## config.mk

```make
export PLATFORM = sky130hd
export DESIGN_NAME = stream_mux_rr
export DESIGN_NICKNAME = d
export VERILOG_FILES = /design/src/rtl/stream_mux_rr.sv
export SDC_FILE = /design/constraint.sdc
export NUM_CORES = 1
export LEC_CHECK = 0
export CORE_MARGIN = 1
export CORE_UTILIZATION = 31
export CTS_BUF_LIST = sky130_fd_sc_hd__clkbuf_4
export CTS_CLUSTER_DIAMETER = 150
export DETAILED_ROUTE_END_ITERATION = 10
export PLACE_DENSITY = 0.77
export SKIP_CTS_REPAIR_TIMING = 1
export SYNTH_ARGS = -nofsm -noshare
export SYNTH_HDL_FRONTEND = slang
export SYNTH_SLANG_ARGS = --single-unit
```

## constraint.sdc

```tcl
create_clock -name clk -period 2.6 [get_ports clk]
set_input_delay 0.52 -clock clk [delete_from_list [all_inputs] [get_ports clk]]
set_output_delay 0.52 -clock clk [all_outputs]
set_load 0.005 [all_outputs]
```

## src/rtl/stream_mux_rr.sv

```systemverilog
// stream_mux_rr: N-channel valid/ready stream mux with a registered output stage, select or round-robin grant.
// Define STREAM_MUX_PACKET_LOCK_EN to hold the grant on one channel until its in_last beat.
module stream_mux_rr #(
  parameter int WIDTH    = 8,
  parameter int CHANNELS = 4,
  parameter int SEL_W    = $clog2(CHANNELS)
) (
  input  logic                      clk,
  input  logic                      rst_n,
  input  logic                      mode,
  input  logic [SEL_W-1:0]          select,
  input  logic [CHANNELS*WIDTH-1:0] data_in,
  input  logic [CHANNELS-1:0]       in_valid,
  input  logic [CHANNELS-1:0]       in_last,
  output logic [CHANNELS-1:0]       in_ready,
  output logic [WIDTH-1:0]          out_data,
  output logic                      out_last,
  output logic [SEL_W-1:0]          out_chan,
  output logic                      out_valid,
  input  logic                      out_ready
);
  logic [WIDTH-1:0] out_data_q, out_data_d, data_g;
  logic             out_last_q, out_last_d, out_valid_q, out_valid_d;
  logic [SEL_W-1:0] out_chan_q, out_chan_d, rr_ptr_q, rr_ptr_d;
  logic [SEL_W-1:0] g, rr_g, c;
  logic             gnt_vld, rr_hit, load, in_xfer, last_g;
`ifdef STREAM_MUX_PACKET_LOCK_EN
  typedef enum logic {UNLOCKED, LOCKED} lock_t;
  lock_t            lock_q, lock_d;
  logic [SEL_W-1:0] lock_chan_q, lock_chan_d;
`endif
  // Walk channels starting just after the last grant, wrapping at CHANNELS.
  always_comb begin
    rr_hit = 1'b0;
    rr_g = '0;
    c = rr_ptr_q;
    for (int i = 0; i < CHANNELS; i++) begin
      c = (c == SEL_W'(CHANNELS - 1)) ? '0 : c + 1'b1;
      if (!rr_hit && in_valid[c]) begin
        rr_hit = 1'b1;
        rr_g = c;
      end
    end
  end
  always_comb begin
    g = mode ? rr_g : select;
    gnt_vld = mode ? rr_hit : (int'(select) < CHANNELS);
`ifdef STREAM_MUX_PACKET_LOCK_EN
    if (lock_q == LOCKED) begin
      g = lock_chan_q;
      gnt_vld = 1'b1;
    end
`endif
    load = !out_valid_q || out_ready;
    in_ready = '0;
    data_g = '0;
    last_g = 1'b0;
    for (int i = 0; i < CHANNELS; i++)
      if (g == SEL_W'(i)) begin
        in_ready[i] = gnt_vld && load && rst_n;
        data_g = data_in[i*WIDTH +: WIDTH];
        last_g = in_last[i];
      end
    in_xfer = |(in_ready & in_valid);
    out_valid_d = load ? in_xfer : out_valid_q;
    out_data_d = in_xfer ? data_g : out_data_q;
    out_last_d = in_xfer ? last_g : out_last_q;
    out_chan_d = in_xfer ? g : out_chan_q;
`ifdef STREAM_MUX_PACKET_LOCK_EN
    lock_d = in_xfer ? (last_g ? UNLOCKED : LOCKED) : lock_q;
    lock_chan_d = in_xfer ? g : lock_chan_q;
    rr_ptr_d = (in_xfer && last_g) ? g : rr_ptr_q;
`else
    rr_ptr_d = in_xfer ? g : rr_ptr_q;
`endif
  end
  always_ff @(posedge clk or negedge rst_n) begin
    if (!rst_n) begin
      out_data_q <= '0;
      out_last_q <= 1'b0;
      out_chan_q <= '0;
      out_valid_q <= 1'b0;
      rr_ptr_q <= SEL_W'(CHANNELS - 1);
`ifdef STREAM_MUX_PACKET_LOCK_EN
      lock_q <= UNLOCKED;
      lock_chan_q <= '0;
`endif
    end else begin
      out_data_q <= out_data_d;
      out_last_q <= out_last_d;
      out_chan_q <= out_chan_d;
      out_valid_q <= out_valid_d;
      rr_ptr_q <= rr_ptr_d;
`ifdef STREAM_MUX_PACKET_LOCK_EN
      lock_q <= lock_d;
      lock_chan_q <= lock_chan_d;
`endif
    end
  end
  assign out_data = out_data_q;
  assign out_last = out_last_q;
  assign out_chan = out_chan_q;
  assign out_valid = out_valid_q;
endmodule
```

Word-level counts from Yosys, hierarchy flattened
Index checks and enable logic that the tools add are counted.

word-level totals
  register bits after elaboration = 14
  bits in latches = 0
  memory bits (writable) = 0
  ROM bits = 0
  input port bits = 46
  output and inout port bits = 16
  word-level logic and storage cells = 67
  memories = 0

operators by class
  add/subtract/negate cells = 4
  multipliers = 0
  divide/modulo/power cells = 0
  magnitude comparators = 4
  equal/unequal tests = 7
  shift-type cells = 0
  muxes and demuxes = 34
  bitwise logic cells = 1
  reductions and logical operators = 12

operators by type and width
  kind                 number
  $mux 8               4
  $mux 2               9
  $mux 1               17
  $eq 2x2->1 const B   6
  $lt 2x3->1 const B   4
  $add 2x1->2 const B  4
  $bmux 1 s2           4
  $logic_and 1x1->1    5
  $and 4x4->4          1
  $logic_not 1->1      4
  $reduce_or 4->1      1
  $eq 2x1->1 const B   1
  $logic_not 2->1      1
  $logic_or 1x1->1     1

Logic depth before layout (Yosys ltp)
Gate-level depths: netlist of the first run.

  word-level depth = 20
  depth in mapped cells = 10
  gate-level depth less buffers = 8

Worst setup path before layout of the first run
OpenSTA, ideal clock, no wires.

  kind = register to register
  from = reg rr_ptr_q[0]
  to = reg out_data_q[4] (netlist: out_data[4])
  library setup time = 0.125 ns
  data arrival time = 2.541 ns
  data required time = 2.475 ns
  setup slack = -0.066 ns
  cell stages (with the launch flop) = 10
  path buffers = 2
  clock period less this slack = 2.666 ns
  cells stage by stage = dfstp_2 -> ha_1 -> buf_4 -> nand4b_1 -> nand3_1 -> a31o_1 -> o221ai_4 -> buf_4 -> mux4_1 -> mux2_4

on the way
  cells in the longest elaborated chain, start to end = 20
  elaborated cells on any way between the ends = 52
  those cells by class = add/sub: 4; eq/ne: 7; mux: 30; bitwise: 1; reduce/logical: 10

RTL lines
  element                                                               RTL line  RTL
  from (decl)                                                           24        logic [SEL_W-1:0] out_chan_q, out_chan_d, rr_ptr_q, rr_ptr_d;
  from (signal assigned)                                                83        rr_ptr_q <= SEL_W'(CHANNELS - 1);
  from (signal assigned)                                                93        rr_ptr_q <= rr_ptr_d;
  $add 2x1->2 or $eq 2x2->1 (tied branches)                             38        c = (c == SEL_W'(CHANNELS - 1)) ? '0 : c + 1'b1;
  $mux 2 *                                                              38
  parallel branches: the longest is 18 deep, another holds $add 2x1->2  --
  to (signal assigned)                                                  89        out_data_q <= out_data_d;
  to (decl)                                                             22        logic [WIDTH-1:0] out_data_q, out_data_d, data_g;

Every way passes the cells marked *. The select of a mux whose other input is x is not followed.
A chain may end at the register's enable or synchronous reset.

Worst setup path after layout of the first run
  from = reg rr_ptr_q[1]
  to = out in_ready[2]

on the way
  cells in the longest elaborated chain, start to end = 18
  elaborated cells on any way between the ends = 40
  those cells by class = add/sub: 4; eq/ne: 5; mux: 23; reduce/logical: 8

RTL lines
  element                                                               RTL line  RTL
  $add 2x1->2 or $eq 2x2->1 (tied branches)                             38
  $mux 2 *                                                              38
  parallel branches: the longest is 15 deep, another holds $add 2x1->2  --
  $mux 1 *                                                              59        if (g == SEL_W'(i)) begin
  to (decl)                                                             15        output logic [CHANNELS-1:0] in_ready,

Marks and branches as above.

==> out/results.ini, run 1 <==
[logic_synthesis]
async_reset_ff_share_pct=100
syn_nets=148
ys_seq_area_share_pct=29.3
syn_avg_cell_area_sq_um=11.9
synthTopCellsByCount=dfrtp_1, mux4_1, nor2_1, buf_2
yosys.area.top_type=dfrtp_1
synth_cells=101
dominantRegCellSynth=dfrtp_1
ys_ff_latch=14
synth_area_leaders=dfrtp_1, mux4_1, mux2_4, dfstp_2, mux2i_1
netlist.area_leader.share_pct=24.9
synth_edf_count=0
ys_warn_count=0
netlist-cell-type-count=42
synthesis.area_sq_mm=0.00121
yosysMostFrequentCell=dfrtp_1

[die]
dieWidth_microns=64.4
coreArea_sq_mm=0.00369
rows=22
start_util_pct=32.7
die_area_sq_mm=0.00414
boundaryPins=62
die_h_microns=64.4

[layout]
syn_to_final_growth_pct=79.5
drive_gt1_share_pct=34.6
nNetsFinal=236
diodes=0
fin_area_sq_mm=0.00216

[power]
power_mw=1.99
ir_drop_v=0.000376
leakagePower_nw=0.956
cellPowerDensity_mw_per_mm2=918

[global_routing]
antenna_found_initial=0
grt_usage_pct=16.4
grt_pass1_vias=1128
grt_pass1_wl_mm=5.25
grt_overflow=0
grt_max_degree=15

[sta]
finalMaxSlewViolations=0
relSlewSlack_pct=68.0
worstMarginPinSlew_ps=474
hold_viol_final=0
setup_viol=18
hold_ws_ps=510
fin_crit_sh_pct=114
final.setup_skew_ps=6.81
setup_ws_ps=-369
rsz0062_at_grt=yes
fin_setup_tns_ps=-5010
max_freq_mhz=337
period_minus_slack_ps=2970

[worst_setup_path]
required_ps=2080
start_kind=flip-flop
path_class=reg -> out
crit_fanout=3
cp.arrival_ps=2450
endpoint_kind=primary output

[clock_network]
clockBufferDepth=2
cts_root_buf=clkbuf_4
tritoncts=done
cts.sinks=14
clkSlewWorstSetupHoldPaths_ps=70
clk_latency_ps=270
numCtsBuffers=3
cts-htree-levels=1

[detailed_routing]
antenna_left=0
vias=1166
drt-pass1-iter-count=4
drc=0
routed_wl_mm=3.58
wire_per_inst_microns=15.2
viasPerCell=4.94
first_iter_violations=45

[place]
dpl_cell_area_sq_mm=0.00198
gp_congestion=0.908
port_buffers=61
dp_hpwl_mm=2.80

[status]
violations=negative setup slack
outcome=finished, violations left

[job]
maxCapViolCount=0

[worst_hold_path]
hold_class=reg -> reg

[worst paths after layout]
kind                                         start                       to  slack, ps  depth (start not counted)
setup / recovery           rr_ptr_q[1]$_DFFE_PN1P_              in_ready[2]       -370                         10
hold reg to reg              out_valid$_DFFE_PN0N_    out_valid$_DFFE_PN0N_        510                          2
min in group asynchronous                    rst_n  out_data[3]$_DFFE_PN0P_        600                          2
setup reg to reg           rr_ptr_q[1]$_DFFE_PN1P_  out_chan[1]$_DFFE_PN0P_       -310                         13
hold / removal               out_valid$_DFFE_PN0N_    out_valid$_DFFE_PN0N_        510                          2
max in group asynchronous                    rst_n  rr_ptr_q[0]$_DFFE_PN1P_       1750                          2
[kinds of logic (layout without fill, tap and decap cells)]
family,Yosys count,after routing,synth area share [%]
buf+inv,17,103,8.40
fa+ha+maj,1,1,1.04
mux,23,23,33.7
flops,14,14,29.3
simple gates,25,25,11.1
xor+xnor,1,1,0.726
compound gates,20,21,15.8
[per-stage QoR]
stage	std cells	setup slack [ps]	util [%]
floorplan	101	-47.0	-
global placement	223	-523	53.6
detailed placement	223	-588	53.6
CTS	227	-683	54.4
global route	236	-489	58.7
finish	236	-369	58.7
[worst max-delay path, cell delays in order (launching register included)]
cell      delay (ps)
dfstp_2          560
ha_4             230
xor2_4           160
o41ai_4          360
and2_1           170
o31ai_1           60
buf_4            140
buf_6            110
nand2b_4         140
nor2b_1          120
buf_2            120
[state kept, by name, indices dropped and copies added, names as in the netlist]
name       cells
out_valid      1
out_data       8
out_last       1
out_chan       2
rr_ptr_q       2
[placed cells by master, fill, tap and decap left out, drive strengths merged, types with 2 or more instances in the layout]
cell	instances
clkdlybuf4s50	56
buf	34
dfrtp	12
mux4	9
mux2	9
nor2	8
clkbuf	6
nand2	5
inv	5
mux2i	5
nand4b	3
nand2b	3
o21ai	3
o2111ai	2
a21oi	2
o22a	2
a21o	2
dfstp	2
[final cells by class]
type                    instances  area, sq um
fillers                       315         1520
inverters                       6         22.5
multi-input cells              71          847
clock buffers                   4         30.0
well taps                      48         60.1
flip-flops and latches         14          353
repair buffers                 93          852
[power by group]
part / switching [mW] / internal (mW) / leakage, nW
clock: 0.0636 / 0.0698 / 0.0184
combinational: 0.544 / 0.900 / 0.774
sequential: 0.0679 / 0.342 / 0.163
[routing by layer]
layer	GRT usage (%)	vias up	share of wire (%)
met5	0	-	0
met4	6.67	0	0.67
met3	2.68	2	7.6
met2	30.1	50	49
met1	18.6	549	42
li1	-	565	-
Note: power is estimated with default switching activity, not from simulation.
==> run 2: changes to the inputs <==
--- a/config.mk
+++ b/config.mk
@@ -10,7 +10,7 @@
 export CTS_BUF_LIST = sky130_fd_sc_hd__clkbuf_4
 export CTS_CLUSTER_DIAMETER = 150
 export DETAILED_ROUTE_END_ITERATION = 10
-export PLACE_DENSITY = 0.77
+export PLACE_DENSITY = 0.74
 export SKIP_CTS_REPAIR_TIMING = 1
 export SYNTH_ARGS = -nofsm -noshare
 export SYNTH_HDL_FRONTEND = slang
==> constraint.sdc (replaced) <==
create_clock -name clk -period 3.1 [get_ports clk]
set_input_delay 0.62 -clock clk [delete_from_list [all_inputs] [get_ports clk]]
set_output_delay 0.62 -clock clk [all_outputs]
set_load 0.005 [all_outputs]
==> out/results.ini, run 2 (synthesis gave the netlist of run 1 again) <==
[worst_setup_path]
slowest_delay_ps=570
crit_fanout=5
critical-path-slowest-cell=dfstp_2
worstPathCellList=ha_4, xor2_2, o41ai_2, and2_1, o31ai_1, buf_4, nand2b_4, nor2b_1, dlymetal6s2s_1
path_class=reg -> out
endpoint_kind=primary output
start_kind=flip-flop
required_ps=2480
cp.arrival_ps=2270

[layout]
syn_to_final_growth_pct=72.5
drive_gt1_share_pct=28.3
largest_register_ffs=8
most-common-layout-cells=clkdlybuf4s50_1, buf_4, dfrtp_1, mux4_1, dlymetal6s2s_1
nNetsFinal=228
nFillCells=330
fin_area_sq_mm=0.00208
final_common_cell=clkdlybuf4s50_1
diodes=0

[global_routing]
grt_pass1_wl_mm=5.44
antenna_found_initial=0
grt_pass1_vias=1138
grt_max_degree=15
grt_usage_pct=17.0
grt_overflow=0

[worst_hold_path]
hold_class=reg -> reg

[die]
boundaryPins=62
die_area_sq_mm=0.00414
dieWidth_microns=64.4
coreArea_sq_mm=0.00369
start_util_pct=32.7
die_h_microns=64.4
rows=22

[detailed_routing]
wire_per_inst_microns=15.6
first_iter_violations=28
viasPerCell=5.03
routed_wl_mm=3.57
vias=1147
drt-pass1-iter-count=4
antenna_left=0
drc=0

[place]
port_buffers=61
dpl_cell_area_sq_mm=0.00198
gp_congestion=0.887
dp_hpwl_mm=2.86

[clock_network]
clkSlewWorstSetupHoldPaths_ps=80
numCtsBuffers=3
tritoncts=done
cts_root_buf=clkbuf_4
cts.sinks=14
clk_latency_ps=280
cts-htree-levels=1
clockBufferDepth=2

[sta]
period_minus_slack_ps=2890
fin_crit_sh_pct=93.3
max_freq_mhz=346
rsz0062_at_grt=no
worstMarginPinSlew_ps=479
hold_ws_ps=512
final.setup_skew_ps=5.85
relSlewSlack_pct=67.6
hold_viol_final=0
finalMaxSlewViolations=0
setup_viol=0

[power]
p_comb_share_pct=70.5
sw_frac_of_total_pct=34.4
switchingPower_uw=521
leakagePower_nw=0.992
clockPowerShare_pct=6.7
seqPwrFrac_pct=22.8
ir_drop_v=0.000233
internal_power_uw=995
cellPowerDensity_mw_per_mm2=729

[status]
outcome=completed

[job]
maxCapViolCount=0

## run 2: changes by cell type in the layout (fill, tap and decap cells not counted), moves of 2 or more
| cell | change |
|---|---|
| buf_2 | -2 |
| buf_4 | -4 |
| buf_6 | -3 |
| clkbuf_2 | -2 |
| clkdlybuf4s50_1 | -3 |
| dlymetal6s2s_1 | +7 |
| mux2i_1 | +2 |
| mux2i_4 | -2 |
## run 2: per-layer routing
layer | vias up | GRT usage, % | share of wire, %
met2 | 45 | 30.4 | 50
met4 | 0 | 6.67 | 1.3
met1 | 548 | 19.2 | 39
met5 | - | 0 | 0
li1 | 550 | - | -
met3 | 4 | 3.93 | 8.8
## run 2: critical path, delay by kind of cell (launching register included)
family,cells,cell delay (ps)
AO/OA/AOI/OAI,2,310
buffers and inverters,2,280
adder cells (fa/ha/maj),1,220
XOR/XNOR,1,180
AND/OR/NAND/NOR,3,450
flip-flops,1,570
## run 2: area by class of cell
class | count | area, sq um | share of cell area, %
clock buffers | 3 | 22.5 | 1.08
flip-flops and latches | 14 | 353 | 17.0
well taps | 48 | 60.1 | 2.89
repair buffers | 86 | 826 | 39.7
clock inverters | 1 | 3.75 | 0.180
inverters | 6 | 22.5 | 1.08
multi-input cells | 70 | 793 | 38.1
## run 2: final timing paths
check	startpoint	to	slack, ps	cells after the start
setup reg to reg	rr_ptr_q[0]$_DFFE_PN1P_	out_data[2]$_DFFE_PN0P_	270	10
min in group asynchronous	rst_n	out_data[5]$_DFFE_PN0P_	690	2
hold / removal	out_chan[1]$_DFFE_PN0P_	out_chan[1]$_DFFE_PN0P_	510	1
setup / recovery	rr_ptr_q[0]$_DFFE_PN1P_	in_ready[2]	210	9
max in group asynchronous	rst_n	rr_ptr_q[1]$_DFFE_PN1P_	2170	2
hold reg to reg	out_chan[1]$_DFFE_PN0P_	out_chan[1]$_DFFE_PN0P_	510	1
## run 2: metrics by stage
stage	std cells	power (mW)	setup WS, ps	setup TNS [ps]	utilization (%)
finish	228	1.52	207	0	56.4
detailed placement	223	1.34	-304	-2660	53.6
global route	228	1.63	67.2	0	56.4
floorplan	101	0.910	434	0	-
global placement	223	1.33	-275	-2220	53.6
CTS	227	1.45	-308	-1100	54.3
## run 2: power groups by stage
stage | logic (mW) | clock network, mW | registers [mW]
after floorplan | 0.571 | 0 | 0.339
after global placement | 0.992 | 0 | 0.336
after detailed placement | 1.00 | 0 | 0.343
after CTS | 1.01 | 0.106 | 0.340
after global routing | 1.15 | 0.116 | 0.357
final | 1.07 | 0.102 | 0.345
==> run 3: changes to the inputs <==
--- a/config.mk
+++ b/config.mk
@@ -10,7 +10,8 @@
 export CTS_BUF_LIST = sky130_fd_sc_hd__clkbuf_4
 export CTS_CLUSTER_DIAMETER = 150
 export DETAILED_ROUTE_END_ITERATION = 10
-export PLACE_DENSITY = 0.74
+export DONT_BUFFER_PORTS = 1
+export PLACE_DENSITY = 0.54
 export SKIP_CTS_REPAIR_TIMING = 1
 export SYNTH_ARGS = -nofsm -noshare
 export SYNTH_HDL_FRONTEND = slang
==> out/results.ini, run 3 (synthesis gave the netlist of run 1 again) <==
[sta]
fin_crit_sh_pct=95.7
finalMaxSlewViolations=0
hold_ws_ps=24.9
rsz0062_at_grt=no
final.setup_skew_ps=7.06
hold_viol_final=0
period_minus_slack_ps=2970
worstMarginPinSlew_ps=363
max_freq_mhz=337
setup_viol=0
relSlewSlack_pct=75.5
fin_setup_tns_ps=0
setup_ws_ps=133

[worst_setup_path]
critical-path-slowest-cell=dfstp_2
r2r-end=out_data[1]$_DFFE_PN0P_
start_kind=flip-flop
ff2ff_path_depth=9
slowest_delay_ps=610
crit_fanout=10
cp.arrival_ps=2350
path_class=reg -> out
required_ps=2480
endpoint_kind=primary output
worstPathCellList=ha_4, xor2_2, o41ai_2, and2_4, o31ai_4, nand2b_2, nor2b_2
timing.rr.start=rr_ptr_q[0]$_DFFE_PN1P_
reg2reg_setup_slack_ps=340

[die]
boundaryPins=62
die_h_microns=64.4
coreArea_sq_mm=0.00369
start_util_pct=32.7
rows=22
die_area_sq_mm=0.00414
dieWidth_microns=64.4

[global_routing]
grt_pass1_vias=825
grt_usage_pct=13.7
grt_overflow=0
antenna_found_initial=0
grt_max_degree=16
grt_pass1_wl_mm=4.35

[detailed_routing]
vias=900
antenna_left=0
viasPerCell=5.96
wire_per_inst_microns=18.5
drt-pass1-iter-count=4
first_iter_violations=50
routed_wl_mm=2.80
drc=0

[layout]
final_cells=151
nNetsFinal=151
final_common_cell=dfrtp_1
drive_gt1_share_pct=35.0
largest_register_ffs=8
diodes=0
final_util_pct=36.1
fin_area_sq_mm=0.00133
most-common-layout-cells=dfrtp_1, mux4_1, buf_4, nor2_1
syn_to_final_growth_pct=10.4

[place]
place_inst=141
gp_congestion=0.741
dpl_cell_area_sq_mm=0.00121
port_buffers=0
preCtsSetupSlack_ps=161
dp_hpwl_mm=2.10

[status]
outcome=completed

[clock_network]
cts-htree-levels=1
tritoncts=done
clk_latency_ps=280
numCtsBuffers=3
clkSlewWorstSetupHoldPaths_ps=90
clockBufferDepth=2
cts.sinks=14
cts_root_buf=clkbuf_4

[job]
maxCapViolCount=0

[power]
cellPowerDensity_mw_per_mm2=913
power_mw=1.22
ir_drop_v=0.000265
leakagePower_nw=0.572

[worst_hold_path]
hold_class=in -> async

-- run 3: cell types whose count changed in the layout (fill, tap and decap cells not counted), sizes merged --
cell	previous run	this run
dlygate4sd3	0	1
clkdlybuf4s50	53	0
dlymetal6s2s	8	0
buf	25	8
-- run 3: layout make-up --
class | count | area (sq um)
inverter | 6 | 22.5
clock inverter | 1 | 3.75
clock buffer | 3 | 22.5
multi-input combinational | 70 | 796
fill | 377 | 2360
tap | 48 | 60.1
sequential | 14 | 353
timing repair buffer | 9 | 73.8
-- run 3: how the worst max path moves through the flow --
stage | end | start | slack, ps
after floorplan | out_data[4]$_DFFE_PN0P_ | rr_ptr_q[0]$_DFFE_PN1P_ | 430
after global placement | in_ready[0] | rr_ptr_q[0]$_DFFE_PN1P_ | 250
after detailed placement | out_data[5]$_DFFE_PN0P_ | rr_ptr_q[0]$_DFFE_PN1P_ | 160
after CTS | in_ready[0] | rr_ptr_q[0]$_DFFE_PN1P_ | -100
after global routing | in_ready[0] | rr_ptr_q[0]$_DFFE_PN1P_ | 3
final | in_ready[2] | rr_ptr_q[0]$_DFFE_PN1P_ | 130
-- run 3: where the power goes --
group	total (mW)	switching [mW]	leakage, nW	internal [mW]
clock	0.110	0.0635	0.0154	0.0467
combinational	0.736	0.315	0.393	0.420
sequential	0.370	0.0829	0.163	0.287
-- run 3: critical path, delay by kind of cell, from the launching register on --
family                     cells  cell delay, ps
AOI/OAI and AO/OA              2             400
xor gates and xnor gates       1             190
adders and majority gates      1             250
DFF                            1             610
and+or+nand+nor                3             610
-- run 3: metal layers --
metal  part of all wire, %  wire length, microns  global-route usage, %
met3                    11                   313                   6.25
met2                    49                  1370                   22.4
met1                    39                  1110                   16.5
met4                  0.25                     7                   3.06
met5                     0                     0                      0
